<file path="src/rtl/pong_game_sequencer_if.sv">
// Player/control inputs and game-state outputs of the Pong sequencer.
// The slave side is the sequencer itself.
interface pong_game_sequencer_if;
    logic       iSW;
    logic       iUP1;
    logic       iDOWN1;
    logic       iUP2;
    logic       iDOWN2;
    logic [9:0] oP1Y;
    logic [9:0] oP2Y;
    logic [9:0] oBALL_X;
    logic [9:0] oBALL_Y;
    logic [3:0] oP1SCORE;
    logic [3:0] oP2SCORE;
    logic [2:0] oSTATE;
    logic [1:0] oWINNER;
    logic       oTICK;

    modport master (
        output iSW, iUP1, iDOWN1, iUP2, iDOWN2,
        input  oP1Y, oP2Y, oBALL_X, oBALL_Y,
        input  oP1SCORE, oP2SCORE, oSTATE, oWINNER, oTICK
    );

    modport slave (
        input  iSW, iUP1, iDOWN1, iUP2, iDOWN2,
        output oP1Y, oP2Y, oBALL_X, oBALL_Y,
        output oP1SCORE, oP2SCORE, oSTATE, oWINNER, oTICK
    );
endinterface

</file>
<file path="src/rtl/pong_game_sequencer.sv">
// Pong game-state controller: paddles, ball and scores advanced on a
// divided game tick through serve -> play -> point -> game-over.
module pong_game_sequencer #(
    parameter int TICK_DIV   = 1048576,
    parameter int FIELD_TOP  = 80,
    parameter int FIELD_BOT  = 450,
    parameter int FIELD_L    = 240,
    parameter int FIELD_R    = 400,
    parameter int P1_X       = 220,
    parameter int P2_X       = 400,
    parameter int PAD_W      = 20,
    parameter int PAD_H      = 80,
    parameter int BALL_R     = 7,
    parameter int WIN_SCORE  = 11,
    parameter int SERVE_WAIT = 64
) (
    input logic                  iVGA_CLK,
    input logic                  reset,
    pong_game_sequencer_if.slave bus
);
    typedef enum logic [2:0] {
        S_IDLE  = 3'd0,
        S_SERVE = 3'd1,
        S_PLAY  = 3'd2,
        S_POINT = 3'd3,
        S_OVER  = 3'd4
    } state_t;

    localparam int CW = $clog2(TICK_DIV);
    localparam int SW = (SERVE_WAIT > 1) ? $clog2(SERVE_WAIT) : 1;

    localparam logic [9:0] PAD_MIN = 10'(FIELD_TOP);
    localparam logic [9:0] PAD_MAX = 10'(FIELD_BOT - PAD_H);
    localparam logic [9:0] PAD0    = 10'((FIELD_TOP + FIELD_BOT - PAD_H) / 2);
    localparam logic [9:0] BX0     = 10'((FIELD_L + FIELD_R) / 2);
    localparam logic [9:0] BY0     = 10'((FIELD_TOP + FIELD_BOT) / 2);
    localparam logic [3:0] WIN     = 4'(WIN_SCORE);

    localparam logic signed [10:0] R   = 11'(BALL_R);
    localparam logic signed [10:0] TOP = 11'(FIELD_TOP);
    localparam logic signed [10:0] BOT = 11'(FIELD_BOT);
    localparam logic signed [10:0] GL  = 11'(FIELD_L);
    localparam logic signed [10:0] GR  = 11'(FIELD_R);
    localparam logic signed [10:0] P1F = 11'(P1_X + PAD_W);
    localparam logic signed [10:0] P2F = 11'(P2_X);
    localparam logic signed [10:0] PH  = 11'(PAD_H);

    logic [CW-1:0] cnt;
    logic          tick;
    logic [1:0]    up1_q, dn1_q, up2_q, dn2_q;

    state_t        state, state_n;
    logic [9:0]    p1y, p1y_n, p2y, p2y_n;
    logic [9:0]    bx, bx_n, by, by_n;
    logic          dxn, dxn_n, dyn, dyn_n;
    logic [3:0]    s1, s1_n, s2, s2_n;
    logic [1:0]    win, win_n;
    logic          p2pt, p2pt_n;
    logic [SW-1:0] scnt, scnt_n;

    logic wall_top, wall_bot, p1_hit, p2_hit, goal_l, goal_r;
    logic dx_play, dy_play;
    logic [3:0] s1_inc, s2_inc;

    // Signed 11-bit view so edge tests near zero cannot underflow
    function automatic logic signed [10:0] sx(input logic [9:0] v);
        return {1'b0, v};
    endfunction

    function automatic logic [9:0] pad(
        input logic [9:0] y,
        input logic       up,
        input logic       dn
    );
        unique case (1'b1)
            (!up && dn && (y > PAD_MIN)): pad = y - 10'd1;
            (up && !dn && (y < PAD_MAX)): pad = y + 10'd1;
            default:                      pad = y;
        endcase
    endfunction

    always_ff @(posedge iVGA_CLK or posedge reset) begin
        if (reset) begin
            cnt   <= '0;
            tick  <= 1'b0;
            up1_q <= 2'b11;
            dn1_q <= 2'b11;
            up2_q <= 2'b11;
            dn2_q <= 2'b11;
        end else begin
            tick  <= (cnt == CW'(TICK_DIV - 1));
            cnt   <= (cnt == CW'(TICK_DIV - 1)) ? '0 : cnt + CW'(1);
            up1_q <= {up1_q[0], bus.iUP1};
            dn1_q <= {dn1_q[0], bus.iDOWN1};
            up2_q <= {up2_q[0], bus.iUP2};
            dn2_q <= {dn2_q[0], bus.iDOWN2};
        end
    end

    assign wall_top = dyn && (sx(by) - R <= TOP);
    assign wall_bot = !dyn && (sx(by) + R >= BOT);
    assign p1_hit   = dxn && (sx(bx) - R <= P1F)
                   && (sx(by) >= sx(p1y)) && (sx(by) <= sx(p1y) + PH);
    assign p2_hit   = !dxn && (sx(bx) + R >= P2F)
                   && (sx(by) >= sx(p2y)) && (sx(by) <= sx(p2y) + PH);
    assign goal_l   = (sx(bx) - R <= GL);
    assign goal_r   = (sx(bx) + R >= GR);
    assign dy_play  = wall_top ? 1'b0 : (wall_bot ? 1'b1 : dyn);
    assign dx_play  = p1_hit ? 1'b0 : (p2_hit ? 1'b1 : dxn);
    assign s1_inc   = (s1 >= WIN) ? s1 : s1 + 4'd1;
    assign s2_inc   = (s2 >= WIN) ? s2 : s2 + 4'd1;

    always_ff @(posedge iVGA_CLK or posedge reset) begin
        if (reset) begin
            state <= S_IDLE;
            p1y   <= PAD0;
            p2y   <= PAD0;
            bx    <= BX0;
            by    <= BY0;
            dxn   <= 1'b1;
            dyn   <= 1'b0;
            s1    <= '0;
            s2    <= '0;
            win   <= '0;
            p2pt  <= 1'b0;
            scnt  <= '0;
        end else begin
            state <= state_n;
            p1y   <= p1y_n;
            p2y   <= p2y_n;
            bx    <= bx_n;
            by    <= by_n;
            dxn   <= dxn_n;
            dyn   <= dyn_n;
            s1    <= s1_n;
            s2    <= s2_n;
            win   <= win_n;
            p2pt  <= p2pt_n;
            scnt  <= scnt_n;
        end
    end

    always_comb begin
        state_n = state;
        p1y_n   = p1y;
        p2y_n   = p2y;
        bx_n    = bx;
        by_n    = by;
        dxn_n   = dxn;
        dyn_n   = dyn;
        s1_n    = s1;
        s2_n    = s2;
        win_n   = win;
        p2pt_n  = p2pt;
        scnt_n  = scnt;
        if (bus.iSW) begin
            state_n = S_IDLE;
            p1y_n   = PAD0;
            p2y_n   = PAD0;
            bx_n    = BX0;
            by_n    = BY0;
            dxn_n   = 1'b1;
            dyn_n   = 1'b0;
            s1_n    = '0;
            s2_n    = '0;
            win_n   = '0;
            p2pt_n  = 1'b0;
            scnt_n  = '0;
        end else begin
            unique case (state)
                S_IDLE: begin
                    state_n = S_SERVE;
                    scnt_n  = '0;
                end
                S_SERVE: if (tick) begin
                    p1y_n = pad(p1y, up1_q[1], dn1_q[1]);
                    p2y_n = pad(p2y, up2_q[1], dn2_q[1]);
                    if (scnt == SW'(SERVE_WAIT - 1)) begin
                        state_n = S_PLAY;
                        scnt_n  = '0;
                    end else begin
                        scnt_n = scnt + SW'(1);
                    end
                end
                S_PLAY: if (tick) begin
                    p1y_n = pad(p1y, up1_q[1], dn1_q[1]);
                    p2y_n = pad(p2y, up2_q[1], dn2_q[1]);
                    dyn_n = dy_play;
                    dxn_n = dx_play;
                    // A paddle hit takes priority over the goal line behind it
                    if (!p1_hit && !p2_hit && (goal_l || goal_r)) begin
                        state_n = S_POINT;
                        p2pt_n  = goal_l;
                    end else begin
                        bx_n = dx_play ? bx - 10'd1 : bx + 10'd1;
                        by_n = dy_play ? by - 10'd1 : by + 10'd1;
                    end
                end
                S_POINT: if (tick) begin
                    p1y_n = pad(p1y, up1_q[1], dn1_q[1]);
                    p2y_n = pad(p2y, up2_q[1], dn2_q[1]);
                    s1_n  = p2pt ? s1 : s1_inc;
                    s2_n  = p2pt ? s2_inc : s2;
                    if ((p2pt ? s2_inc : s1_inc) == WIN) begin
                        state_n = S_OVER;
                        win_n   = p2pt ? 2'd2 : 2'd1;
                    end else begin
                        state_n = S_SERVE;
                        scnt_n  = '0;
                        bx_n    = BX0;
                        by_n    = BY0;
                        dxn_n   = p2pt;
                    end
                end
                S_OVER: ;
                default: state_n = S_IDLE;
            endcase
        end
    end

    always_comb begin
        bus.oP1Y     = p1y;
        bus.oP2Y     = p2y;
        bus.oBALL_X  = bx;
        bus.oBALL_Y  = by;
        bus.oP1SCORE = s1;
        bus.oP2SCORE = s2;
        bus.oSTATE   = state;
        bus.oWINNER  = win;
        bus.oTICK    = tick;
    end
endmodule
</file>
<file path="src/flat_wrapper.sv">
// flat-port wrapper written by rule: the top's interface ports become plain ports
module pong_game_sequencer_flat 
#(
    parameter int TICK_DIV   = 1048576,
    parameter int FIELD_TOP  = 80,
    parameter int FIELD_BOT  = 450,
    parameter int FIELD_L    = 240,
    parameter int FIELD_R    = 400,
    parameter int P1_X       = 220,
    parameter int P2_X       = 400,
    parameter int PAD_W      = 20,
    parameter int PAD_H      = 80,
    parameter int BALL_R     = 7,
    parameter int WIN_SCORE  = 11,
    parameter int SERVE_WAIT = 64
)
  (iVGA_CLK, reset, bus_iSW, bus_iUP1, bus_iDOWN1, bus_iUP2, bus_iDOWN2, bus_oP1Y, bus_oP2Y, bus_oBALL_X, bus_oBALL_Y, bus_oP1SCORE, bus_oP2SCORE, bus_oSTATE, bus_oWINNER, bus_oTICK);
  pong_game_sequencer_if bus_i ();
  input logic iVGA_CLK;
  input logic reset;
  input wire logic [$bits(bus_i.iSW)-1:0] bus_iSW;
  input wire logic [$bits(bus_i.iUP1)-1:0] bus_iUP1;
  input wire logic [$bits(bus_i.iDOWN1)-1:0] bus_iDOWN1;
  input wire logic [$bits(bus_i.iUP2)-1:0] bus_iUP2;
  input wire logic [$bits(bus_i.iDOWN2)-1:0] bus_iDOWN2;
  output wire logic [$bits(bus_i.oP1Y)-1:0] bus_oP1Y;
  output wire logic [$bits(bus_i.oP2Y)-1:0] bus_oP2Y;
  output wire logic [$bits(bus_i.oBALL_X)-1:0] bus_oBALL_X;
  output wire logic [$bits(bus_i.oBALL_Y)-1:0] bus_oBALL_Y;
  output wire logic [$bits(bus_i.oP1SCORE)-1:0] bus_oP1SCORE;
  output wire logic [$bits(bus_i.oP2SCORE)-1:0] bus_oP2SCORE;
  output wire logic [$bits(bus_i.oSTATE)-1:0] bus_oSTATE;
  output wire logic [$bits(bus_i.oWINNER)-1:0] bus_oWINNER;
  output wire logic [$bits(bus_i.oTICK)-1:0] bus_oTICK;
  assign bus_i.iSW = bus_iSW;
  assign bus_i.iUP1 = bus_iUP1;
  assign bus_i.iDOWN1 = bus_iDOWN1;
  assign bus_i.iUP2 = bus_iUP2;
  assign bus_i.iDOWN2 = bus_iDOWN2;
  assign bus_oP1Y = bus_i.oP1Y;
  assign bus_oP2Y = bus_i.oP2Y;
  assign bus_oBALL_X = bus_i.oBALL_X;
  assign bus_oBALL_Y = bus_i.oBALL_Y;
  assign bus_oP1SCORE = bus_i.oP1SCORE;
  assign bus_oP2SCORE = bus_i.oP2SCORE;
  assign bus_oSTATE = bus_i.oSTATE;
  assign bus_oWINNER = bus_i.oWINNER;
  assign bus_oTICK = bus_i.oTICK;
  pong_game_sequencer #(.TICK_DIV(TICK_DIV), .FIELD_TOP(FIELD_TOP), .FIELD_BOT(FIELD_BOT), .FIELD_L(FIELD_L), .FIELD_R(FIELD_R), .P1_X(P1_X), .P2_X(P2_X), .PAD_W(PAD_W), .PAD_H(PAD_H), .BALL_R(BALL_R), .WIN_SCORE(WIN_SCORE), .SERVE_WAIT(SERVE_WAIT)) u_core (.iVGA_CLK(iVGA_CLK), .reset(reset), .bus(bus_i));
endmodule
</file>
<file path="config.mk">
export PLATFORM = sky130hd
export DESIGN_NAME = pong_game_sequencer_flat
export DESIGN_NICKNAME = d
export VERILOG_FILES = /design/src/rtl/pong_game_sequencer_if.sv /design/src/rtl/pong_game_sequencer.sv /design/src/flat_wrapper.sv
export SDC_FILE = /design/constraint.sdc
export NUM_CORES = 1
export LEC_CHECK = 0
export ABC_AREA = 0
export CAP_MARGIN = 15
export CELL_PAD_IN_SITES_DETAIL_PLACEMENT = 0
export CELL_PAD_IN_SITES_GLOBAL_PLACEMENT = 2
export CORE_MARGIN = 2
export CORE_UTILIZATION = 37
export CTS_CLUSTER_DIAMETER = 150
export DETAILED_ROUTE_END_ITERATION = 10
export PLACE_DENSITY = 0.83
export SLEW_MARGIN = 20
export SYNTH_ARGS = -nofsm -noshare
export SYNTH_HDL_FRONTEND = slang
export SYNTH_SLANG_ARGS = --single-unit
</file>
<file path="constraint.sdc">
create_clock -name iVGA_CLK -period 5.4 [get_ports iVGA_CLK]
set_input_delay 1.62 -clock iVGA_CLK [delete_from_list [all_inputs] [get_ports iVGA_CLK]]
set_output_delay 1.62 -clock iVGA_CLK [all_outputs]
set_load 0.01 [all_outputs]
</file>
==> out/qor.yml, run 1 <==
outcome: "complete, no violations"
antennaDiodeCount: 0
hold_buffers: 0
cp.depth: 18
dp.final_hpwl_um: 12430
skew_ns: 0.009171
final_area_um2: 7915
crit_slowest_cell: "a21oi_1"
yosysSeqAreaShare: 0.3412
ff2ff_path_depth: 18
gp_congestion: 0.8625
drt_iter0_drc: 258
die_h_um: 139.1
start_kind: "flop"
setup_viol: 0
grtUsageTotal: 0.1793
slowest_delay_ns: 0.58
cts_tree: "done"
syn_area_per_cell_um2: 8.983
layout.nets: 898
slew-limit-headroom: 0.3565
routed_via_density: 5.471
final_cell_mix: "nor2_1, ha_1, dfrtp_1, clkdlybuf4s50_1, nand2_1"
cp_num_buf_inv: 0
power.total_w: 0.004096
num_vias: 5723
tightest_slew_ns: 0.9641
first_pass_iters: 4
period_share: 0.8850
path_cells: "ha_1 -> o21ai_0 -> xnor2_1 -> ha_1 -> a21o_1 -> a21oi_1 -> nand2_1 -> o21ai_0 -> a21oi_1 -> a21oi_1 -> ha_1 -> a21o_1 -> a211oi_1 -> nor2_1 -> nor4_1 -> o41a_1 -> xor2_1 -> o311ai_1"
maxCapViolations: 0
grt_pass1_wl_um: 28610
place_area_um2: 7604
grt_pass1_vias: 5815
cp-end-kind: "flop"
rows: 49
syn_area_um2: 6755
path_max_fanout: 8
syn_to_final_growth_pct: 17.17
synthFlopType: "dfrtp_1"
cp_top_family: "compound AO/OA/AOI/OAI gates"
ios: 61
cts_setup_buffers: 0
wl_per_cell_um: 16.18
drive_above_1_share: 0.07466
cts_root_buf: "clkbuf_16"
die-area_um2: 19350
p_leak_nw: 3.486
htreeDepth: 3
syn-num-nets: 838
grt_remaining_overflow: 0
rsz0062_at_grt: "no"
required_ns: 5.66
cts_buffers: 9
clk_pin_slew_ns: 0.07
insertion_delay_ns: 0.36
ctsLongestPathBuffers: 2
die_w_um: 139.1
synth_edf_count: 0
criticalPathCategory: "reg -> reg"
min_path_type: "reg -> reg"
final_hold_viol_count: 0
reg2reg_from: "u_core.bus.oP2Y[4]"
timing.rr.end: "u_core.bus.oBALL_X[9]"
drt-total-wl_um: 16930
ys_seq_elements: 91
filler_cell_count: 1750
placed_cells: 1030
start_util: 0.3761
yosysWarnings: 0
arrival_ns: 5.03
grt_max_degree: 56
crit_end: "u_core.bus.oBALL_X[9]"
synth_cells: 752
clock-sinks: 91
cts_resized: 0
yosysUniqueCellTypes: 66
drcViolationCount: 0
drv_slew: 0
mostFrequentLayoutCell: "nor2_1"
fmax_mhz: 209.3
ir_worst_vdd_uv: 304.1
startpoint: "u_core.bus.oP2Y[4]"
synth_async_sr_flop_share: 1.000
antenna_found_initial: 0
core_um2: 17960
ant_nets: 0
fin_cells: 1046
p_per_area_nw_per_um2: 517.5
portBuffers: 60
final.setup.tns_ns: 0
rrSetupSlack_ns: 0.62
period_needed_ns: 4.779
## report_power, final
group          switching, W  total [W]  internal, W
sequential         0.000278    0.00111     0.000833
combinational       0.00121    0.00233      0.00112
clock              0.000324   0.000655     0.000331
total               0.00182    0.00410      0.00228
## per-layer routing
metal | part of all wire | GRT usage | routed length (um) | up-vias
met3 | 0.031 | 0.03142 | 522 | 24
met2 | 0.47 | 0.2979 | 8003 | 88
met4 | 0.022 | 0.06645 | 371 | 0
met5 | 0 | 0 | 0 | -
li1 | - | - | - | 2838
met1 | 0.47 | 0.2346 | 8028 | 2773
## cells in the mapped netlist (all sizes together) (8+ instances only)
cell    instances  area, um^2
a21oi          45       225.2
nand3          29       145.1
nand2b          9       56.30
nor2b          17       106.4
dfrtp          69        1727
inv            46       172.7
nor3           15       86.34
clkbuf         12       45.04
ha             75       938.4
nand2          52       195.2
buf             8       62.56
xor2           26       227.7
xnor2          32       280.3
o31ai          13       97.59
a21o           15       112.6
a31oi          12       75.07
nor2           82       307.8
o21ai          50       250.2
dfstp          22       578.1
## flip-flops by register name, indices dropped and copies added (netlist names)
name	flops
u_core.cnt	20
u_core.bus.oBALL_X	10
u_core.bus.oBALL_Y	10
u_core.bus.oP1Y	10
u_core.bus.oP2Y	10
u_core.scnt	6
u_core.bus.oP1SCORE	4
u_core.bus.oP2SCORE	4
u_core.bus.oSTATE	3
u_core.bus.oWINNER	2
u_core.dn1_q	2
u_core.dn2_q	2
u_core.up1_q	2
u_core.up2_q	2
u_core.bus.oTICK	1
u_core.dxn	1
u_core.dyn	1
u_core.p2pt	1
## through the flow
stage / hold WS [ns] / worst slack (ns) / utilization
after floorplan: 0.3452 / 1.127 / -
after global placement: 0.3471 / 0.8488 / 0.4233
after CTS: 0.3598 / 0.7007 / 0.4406
after detailed placement: 0.3487 / 0.6712 / 0.4233
final: 0.3582 / 0.6213 / 0.4406
after global routing: 0.3608 / 0.2943 / 0.4406
## kinds of logic (layout without fill, tap and decap cells)
| group | after synthesis | count (layout) | share of synthesized area |
|---|---|---|---|
| XOR/XNOR | 58 | 58 | 0.07520 |
| AO/OA/AOI/OAI | 195 | 195 | 0.1913 |
| buffers and inverters | 66 | 131 | 0.04149 |
| multiplexers | 10 | 10 | 0.01556 |
| flip-flops | 91 | 91 | 0.3412 |
| AND/OR/NAND/NOR | 253 | 253 | 0.1845 |
| adder cells (fa/ha/maj) | 79 | 79 | 0.1508 |
## worst min path at each step
stage / slack [ns] / from / depth (start not counted) / end
CTS: 0.36 / u_core.dn2_q[0] / 0 / u_core.dn2_q[1]
global placement: 0.35 / u_core.dn1_q[0] / 0 / u_core.dn1_q[1]
detailed placement: 0.35 / u_core.dn2_q[0] / 0 / u_core.dn2_q[1]
global route: 0.36 / u_core.dn2_q[0] / 0 / u_core.dn2_q[1]
floorplan: 0.35 / u_core.dn1_q[0] / 0 / u_core.dn1_q[1]
finish: 0.36 / u_core.dn2_q[0] / 0 / u_core.dn2_q[1]
## layout make-up
| cell class | count | area (um^2) | area share |
|---|---|---|---|
| repair buffers | 69 | 668.1 | 0.08441 |
| clock inverters | 7 | 86.33 | 0.01091 |
| multi-input cells | 595 | 4170 | 0.5269 |
| clock buffers | 9 | 225.2 | 0.02845 |
| flip-flops and latches | 91 | 2305 | 0.2912 |
| inverters | 46 | 173.9 | 0.02197 |
| well taps | 229 | 286.5 | 0.03620 |
No activity file was read; power rests on OpenSTA's default activity.
==> run 2, diff against run 1 <==
--- a/config.mk
+++ b/config.mk
@@ -12,6 +12,7 @@
 export CORE_MARGIN = 2
 export CORE_UTILIZATION = 37
 export CTS_CLUSTER_DIAMETER = 150
+export CTS_CLUSTER_SIZE = 25
 export DETAILED_ROUTE_END_ITERATION = 10
 export PLACE_DENSITY = 0.83
 export SLEW_MARGIN = 20
==> results of run 2 <==
No change in the layout: final DEF, timing and power equal those of run 1.
